<file path="src/rtl/serial_minuend_restorer_pkg.sv">
// Shared types and helpers for the bit-serial minuend restorer.
//   restorer_state_t : IDLE -> RUN -> DONE -> IDLE control states
//   DEFAULT_WIDTH    : default operand/result width
//   cnt_width()      : width of the bit counter needed to count 0..n-1
package serial_minuend_restorer_pkg;

    typedef enum logic [1:0] {
        IDLE = 2'd0,
        RUN  = 2'd1,
        DONE = 2'd2
    } restorer_state_t;

    localparam int DEFAULT_WIDTH = 4;

    // Never narrower than one bit so the counter stays legal for tiny widths.
    function automatic int cnt_width(input int n);
        return (n > 1) ? $clog2(n) : 1;
    endfunction

endpackage

</file>
<file path="src/rtl/serial_minuend_restorer_adder.sv">
// serial_full_adder_bit: one-bit combinational full adder used by the
// serial restorer. The carry flop lives in the parent.
// Ports:
//   a, b, cin : addend bits and carry-in
//   s, cout   : sum bit and carry-out
module serial_full_adder_bit (
    input  logic a,
    input  logic b,
    input  logic cin,
    output logic s,
    output logic cout
);

    assign s    = a ^ b ^ cin;
    assign cout = (a & b) | (a & cin) | (b & cin);

endmodule

</file>
<file path="src/rtl/serial_minuend_restorer.sv">
// serial_minuend_restorer: reconstructs the minuend A of an N-bit subtraction
// from its result (magnitude Difference, negative flag flagN) and the
// subtrahend B, one bit per clock, LSB first.
//   flagN=0 : A = Difference + B
//   flagN=1 : A = B - Difference = B + ~Difference + 1   (all mod 2^N)
// Ports:
//   clk, rst_n        : clock (rising edge), asynchronous active-low reset
//   start             : operand request, sampled only in IDLE
//   Difference, flagN : subtractor result being inverted
//   B                 : subtrahend of the original subtraction
//   busy              : high in RUN and DONE
//   valid, ready      : result handshake; result leaves on valid & ready
//   A                 : reconstructed minuend, meaningful while valid=1
//   err               : operands inconsistent (overflow / Difference > B)
// Optional build macro SERIAL_MINUEND_RESTORER_ERR_EN enables err; without
// it err is tied to 0.
module serial_minuend_restorer
    import serial_minuend_restorer_pkg::*;
#(
    parameter int N = DEFAULT_WIDTH
) (
    input  logic         clk,
    input  logic         rst_n,
    input  logic         start,
    input  logic [N-1:0] Difference,
    input  logic         flagN,
    input  logic [N-1:0] B,
    output logic         busy,
    output logic         valid,
    input  logic         ready,
    output logic [N-1:0] A,
    output logic         err
);

    localparam int CW = cnt_width(N);

    restorer_state_t state_reg, state_next;

    logic [N-1:0]  d_sh_reg;
    logic [N-1:0]  b_sh_reg;
    logic [N-1:0]  a_reg;
    logic          flag_reg;
    logic          carry_reg;
    logic [CW-1:0] cnt_reg;

    logic sum_bit;
    logic carry_out;
    logic last_bit;

    assign last_bit = (cnt_reg == CW'(N - 1));

    // Subtraction case: inverting each Difference bit and seeding the carry
    // with 1 forms the two's complement on the fly.
    serial_full_adder_bit u_fa (
        .a    (d_sh_reg[0] ^ flag_reg),
        .b    (b_sh_reg[0]),
        .cin  (carry_reg),
        .s    (sum_bit),
        .cout (carry_out)
    );

    // State register
    always_ff @(posedge clk or negedge rst_n) begin
        if (!rst_n) begin
            state_reg <= IDLE;
        end else begin
            state_reg <= state_next;
        end
    end

    // Next-state logic
    always_comb begin
        state_next = state_reg;
        case (state_reg)
            IDLE:    if (start)    state_next = RUN;
            RUN:     if (last_bit) state_next = DONE;
            DONE:    if (ready)    state_next = IDLE;
            default:               state_next = IDLE;
        endcase
    end

    // Datapath: operand latch, serial add, result shift
    always_ff @(posedge clk or negedge rst_n) begin
        if (!rst_n) begin
            d_sh_reg  <= '0;
            b_sh_reg  <= '0;
            a_reg     <= '0;
            flag_reg  <= 1'b0;
            carry_reg <= 1'b0;
            cnt_reg   <= '0;
        end else begin
            case (state_reg)
                IDLE: begin
                    if (start) begin
                        d_sh_reg  <= Difference;
                        b_sh_reg  <= B;
                        flag_reg  <= flagN;
                        carry_reg <= flagN;
                        cnt_reg   <= '0;
                    end
                end
                RUN: begin
                    // Sum bits enter at the MSB; after N shifts bit 0 is the LSB.
                    a_reg     <= {sum_bit, a_reg[N-1:1]};
                    d_sh_reg  <= d_sh_reg >> 1;
                    b_sh_reg  <= b_sh_reg >> 1;
                    carry_reg <= carry_out;
                    cnt_reg   <= cnt_reg + CW'(1);
                end
                default: ;
            endcase
        end
    end

`ifdef SERIAL_MINUEND_RESTORER_ERR_EN
    logic err_reg;

    // Addition must not carry out; subtraction must (no borrow).
    // Either mismatch means the operands could not have come from the subtractor.
    always_ff @(posedge clk or negedge rst_n) begin
        if (!rst_n) begin
            err_reg <= 1'b0;
        end else if (state_reg == RUN && last_bit) begin
            err_reg <= carry_out ^ flag_reg;
        end else if (state_reg == DONE && ready) begin
            err_reg <= 1'b0;
        end
    end

    assign err = err_reg;
`else
    assign err = 1'b0;
`endif

    assign busy  = (state_reg != IDLE);
    assign valid = (state_reg == DONE);
    assign A     = a_reg;

endmodule

</file>
<file path="config.mk">
export PLATFORM = sky130hd
export DESIGN_NAME = serial_minuend_restorer
export DESIGN_NICKNAME = d
export VERILOG_FILES = /design/src/rtl/serial_minuend_restorer_pkg.sv /design/src/rtl/serial_minuend_restorer_adder.sv /design/src/rtl/serial_minuend_restorer.sv
export SDC_FILE = /design/constraint.sdc
export NUM_CORES = 1
export LEC_CHECK = 0
export ABC_AREA = 1
export BUFFER_PORTS_ARGS = -buffer_cell sky130_fd_sc_hd__buf_2
export CAP_MARGIN = 0
export CELL_PAD_IN_SITES_DETAIL_PLACEMENT = 2
export CELL_PAD_IN_SITES_GLOBAL_PLACEMENT = 2
export CORE_MARGIN = 4
export CORE_UTILIZATION = 30
export DETAILED_ROUTE_END_ITERATION = 10
export MAX_ROUTING_LAYER = met4
export PLACE_DENSITY_LB_ADDON = 0.1
export SKIP_LAST_GASP = 1
export SLEW_MARGIN = 10
export SYNTH_ARGS = -nofsm -noshare
export SYNTH_HDL_FRONTEND = slang
export SYNTH_SLANG_ARGS = --single-unit
</file>
<file path="constraint.sdc">
create_clock -name clk -period 1.4 [get_ports clk]
set_input_delay 0.07 -clock clk [delete_from_list [all_inputs] [get_ports clk]]
set_output_delay 0.07 -clock clk [all_outputs]
set_load 0.02 [all_outputs]
</file>
After elaboration in Yosys (flattened, before gate mapping):

Index checks and enable logic that the tools add are counted.

* latch bits: 0
* logic and storage cells: 40
* RAM bits: 0
* memories kept: 0
* input port bits: 13
* bits in read-only memories: 0
* register bits after elaboration: 18

* order comparisons: 0
* divide/modulo/power cells: 0
* shifts and indexed selects: 0
* reductions and logical operators: 6
* $add $sub $neg: 1
* multipliers: 0
* multiplexer cells: 12
* bitwise operators: 8
* equal/unequal tests: 6

Operator list (count)
* case mux 4 bit (2 select lines): 2
* two-way mux 2 bit: 4
* two-way mux 4 bit: 2
* case mux 2 bit (3 select lines): 1
* == test 2 bit, second input constant: 2
* inequality test 2 bit, second input constant: 2
* case mux 2 bit (2 select lines): 1
* AND reduction 2 bit: 2
* nonzero test 2 bit: 2
* bitwise AND 1 bit: 3
* AND reduction 3 bit: 1
* XOR 1 bit: 3
* adder 2 x 1 -> 2 bit, second input constant: 1
* == test 2 x 1 -> 1 bit, second input constant: 1
* logical NOT 2 bit: 1
* inequality test 2 x 1 -> 1 bit, second input constant: 1
* bitwise OR 1 bit: 2
* case mux 1 bit (2 select lines): 1
* two-way mux 1 bit: 1

Logic depth before layout (Yosys ltp):

* depth in word-level cells: 5
* mapped depth: 7
* gate-level depth less buffers: 6

Modules after synthesis:

Synthesis repeated with hierarchy kept, for this count alone.

* cell total of the unflattened synthesis: 103
* area total of the unflattened synthesis: 859.6 sq um

Modules (own cells, without submodules)
* serial_minuend_restorer: area an instance 839.6 sq um, instances 1, cells each 102
* serial_full_adder_bit: area an instance 20.0 sq um, instances 1, cells each 1

Worst setup path after synthesis:

OpenSTA, ideal clock, no wires.

* kind: register to register
* start: register flag_reg
* end: register a_reg[3] (netlist: A[3])
* buffers on the path: 0
* arrival time: 1.098 ns
* stages on the path, launching flop included: 4
* data required time: 1.317 ns
* slack: 0.220 ns
* cells stage by stage: dfrtp_1 xnor2_1 fa_1 o21ai_0

* cells in the longest elaborated chain, start to end: 3

Ends and longest elaborated chain
* start, declared: line serial_minuend_restorer.sv:42 `logic flag_reg;`
* start signal, assigned: line serial_minuend_restorer.sv:97 `flag_reg <= flagN;`
* XOR 1 bit: line serial_minuend_restorer.sv:55 `.a (d_sh_reg[0] ^ flag_reg),`
* XOR 1 bit (2 in series): line serial_minuend_restorer_adder.sv:14 `assign s = a ^ b ^ cin;`
* end signal, assigned: line serial_minuend_restorer.sv:104 `a_reg <= {sum_bit, a_reg[N-1:1]};`
* end, declared: line serial_minuend_restorer.sv:41 `logic [N-1:0] a_reg;`

No other way between the ends.
A chain may end at the register's enable or synchronous reset.

Worst setup path after layout:

* start: register state_reg[1]
* end: output port valid

* cells in the longest elaborated chain, start to end: 1

Ends and longest elaborated chain
* start, declared: line serial_minuend_restorer.sv:37 `restorer_state_t state_reg, state_next;`
* start signal, assigned: line serial_minuend_restorer.sv:67 `state_reg <= state_next;`
* == test 2 bit: line serial_minuend_restorer.sv:136 `assign valid = (state_reg == DONE);`
* end, declared: line serial_minuend_restorer.sv:29 `output logic valid,`

No other way between the ends.

==> reports/summary.txt <==
Status - complete, no violations
Fin nets - 146
GR Util All Layers - 0.122
Via count - 738
Final hold slack - 12.7 ps
# DRC - 0
Post-route worst setup slack - 112 ps
H-tree Lvls - 1
Post-synth EDFFs - 0
Initial antenna violation count - 0
Fill count - 322
#FFs+latches synth - 18
Tmin final - 1290 ps
Total grt overflow - 0
Most common cell in the netlist - nand2_1
Hold WC Path Type - primary input to flip-flop
Initial DRT Pass Iterations - 3
CTS tree - built
CP cell instances - inv_2 -> buf_4 -> nor2_1 -> buf_2
Setup Skew - 16.1 ps
Critical Path Start Type - flip-flop
Largest net degree at the start of global routing - 19
Area leader, netlist - dfrtp_1
Post-synth top flop - dfrtp_1
Avg Cell Area, Syn - 8.53 um2
Largest cells by area after synthesis - dfrtp_1, nand2_1, nand3_1, buf_6, inv_1
# IOs - 20
Die footprint - 3860 um2
Max Cap Violations - 0
Die Wd - 62.1 um
Max incr delay on CP - 410 ps
Vias/cell - 4.61
Setup violations, final - 0
Critical path buffers and inverters - 3
Mapped Nets - 118
Drt wl/cell - 14.0 um
Row count - 19
Max VDD drop - 0.969 mV
Setup TNS - 0 ps
GPL Wtd Cong - 0.734
Fin crit share - 0.920
RSZ-0062 raised after global routing - no
Reg clk slew, reported paths - 90 ps
Vias in the first global route - 782
Clock latency on the worst-skew pair - 300 ps
CP required - 1330 ps
Synth Cell Area - 878 um2
Max Root-Sink Buffers - 2
Global-route wire length before repair - 3.77 mm
Place WS - 150 ps
Slowest CP cell - dfrtp_1
Crit Path Category - flip-flop to output port
Final Hold Violating Endpoints - 0
Worst path arrival time - 1220 ps
TritonCTS Sinks - 18
Max Slew Vio Count - 0
Crit path max-delay family - buffers and inverters
Ys async rst share - 1.00
Core footprint - 2780 um2
Initial core utilization - 0.316
Detail Placement HPWL - 1.67 mm
Initial drt markers - 23
Drt total wl - 2.24 mm
Syn Inst Count - 103
Chip Height - 62.1 um
Critical path fanouts, max - 7
Layout cell share with drive strength beyond 1 - 0.271
Post-synth top cells - nand2_1, dfrtp_1, nand3_1, inv_1
Post-layout total power - 2.46 mW
PortBufs - 18
Leak pwr - 0.580 nW
Post-DRT Antenna Nets - 0
PD cells - 2320 nW/um2
Critical path capture point type - output port
FMAX - 776 MHz
Layout area overhead - 20.8%
Antenna fix cells - 0
Sequential area share after synthesis - 0.513
Root buffer cell - clkbuf_4
CTS Buf Count - 3
Distinct cells, synth - 18
Synth Warn # - 0
Share of the synthesized area in the top cell type - 0.513
## metal layers
metal,up-vias,wire length (um),GRT usage
met4,0,17,0.0244
met3,2,101,0.0378
met1,344,1080,0.159
met2,17,1040,0.188
met5,-,0,-
li1,375,-,-
## repair_timing
| item | 4_1_cts | 5_1_grt |
|---|---|---|
| endpoints found under the setup margin | 2 | 1 |
| gates resized for setup | 3 | 0 |
| hold buffers | 2 | 0 |
| buffers inserted | 0 | 3 |
| hold endpoints to repair | 19 | 0 |
## tightest hold or removal path: cells and delay by family
| family | cells | cell delay (ps) |
|---|---|---|
| simple gates | 2 | 120 |
| buf+inv | 1 | 70 |
## worst paths after layout
path,start,endpoint,slack [ps],cells after the start
hold reg to reg,b_sh_reg[3],b_sh_reg[3],480,2
hold / removal,B[3],b_sh_reg[3],10,3
setup reg to reg,flag_reg,A[3],140,3
max in group asynchronous,rst_n,state_reg[0],840,2
setup / recovery,state_reg[1],valid,110,4
min in group asynchronous,rst_n,A[2],220,2
## layout by cell type (no fill, tap or decap)
cell type	n
o21ai_0	4
o21ai_2	1
buf_4	8
o31ai_1	1
nand3b_1	1
a21oi_1	1
dlygate4sd3_1	2
dfrtp_2	1
conb_1	1
ha_1	1
buf_2	18
nor2_2	1
clkbuf_4	3
nand2_1	44
xnor2_1	1
nand3_1	13
nor2_1	2
nand2_2	1
fa_1	1
nand2_4	1
dfrtp_1	17
inv_2	1
inv_1	5
## through the flow
step | util | area (um2) | std cells
after floorplan | - | 878 | 103
final | 0.381 | 1060 | 160
after CTS | 0.373 | 1040 | 157
after detailed placement | 0.357 | 992 | 152
after global routing | 0.381 | 1060 | 160
after global placement | 0.357 | 992 | 152
## area by class of cell
class	instances	area [um2]	share of cell area
sequential	18	452	0.426
multi-input combinational	74	355	0.335
timing repair buffer	28	170	0.160
tap	31	38.8	0.0366
clock buffer	3	22.5	0.0212
inverter	6	22.5	0.0212
## kinds of logic after synthesis
| kind of cell | after synthesis | share of synthesized area |
|---|---|---|
| buffers and inverters | 11 | 0.0855 |
| AOI/OAI and AO/OA | 7 | 0.0470 |
| other | 1 | 0.00427 |
| xor gates and xnor gates | 1 | 0.00997 |
| adders and majority gates | 2 | 0.0370 |
| and+or+nand+nor | 63 | 0.303 |
| DFF | 18 | 0.513 |
## power breakdown
group	internal (mW)	leakage, nW	total (mW)	switching [mW]
registers	0.764	0.225	0.914	0.149
clock network	0.100	0.0138	0.264	0.164
logic	0.498	0.341	1.28	0.781
Note: power is estimated with default switching activity, not from simulation.
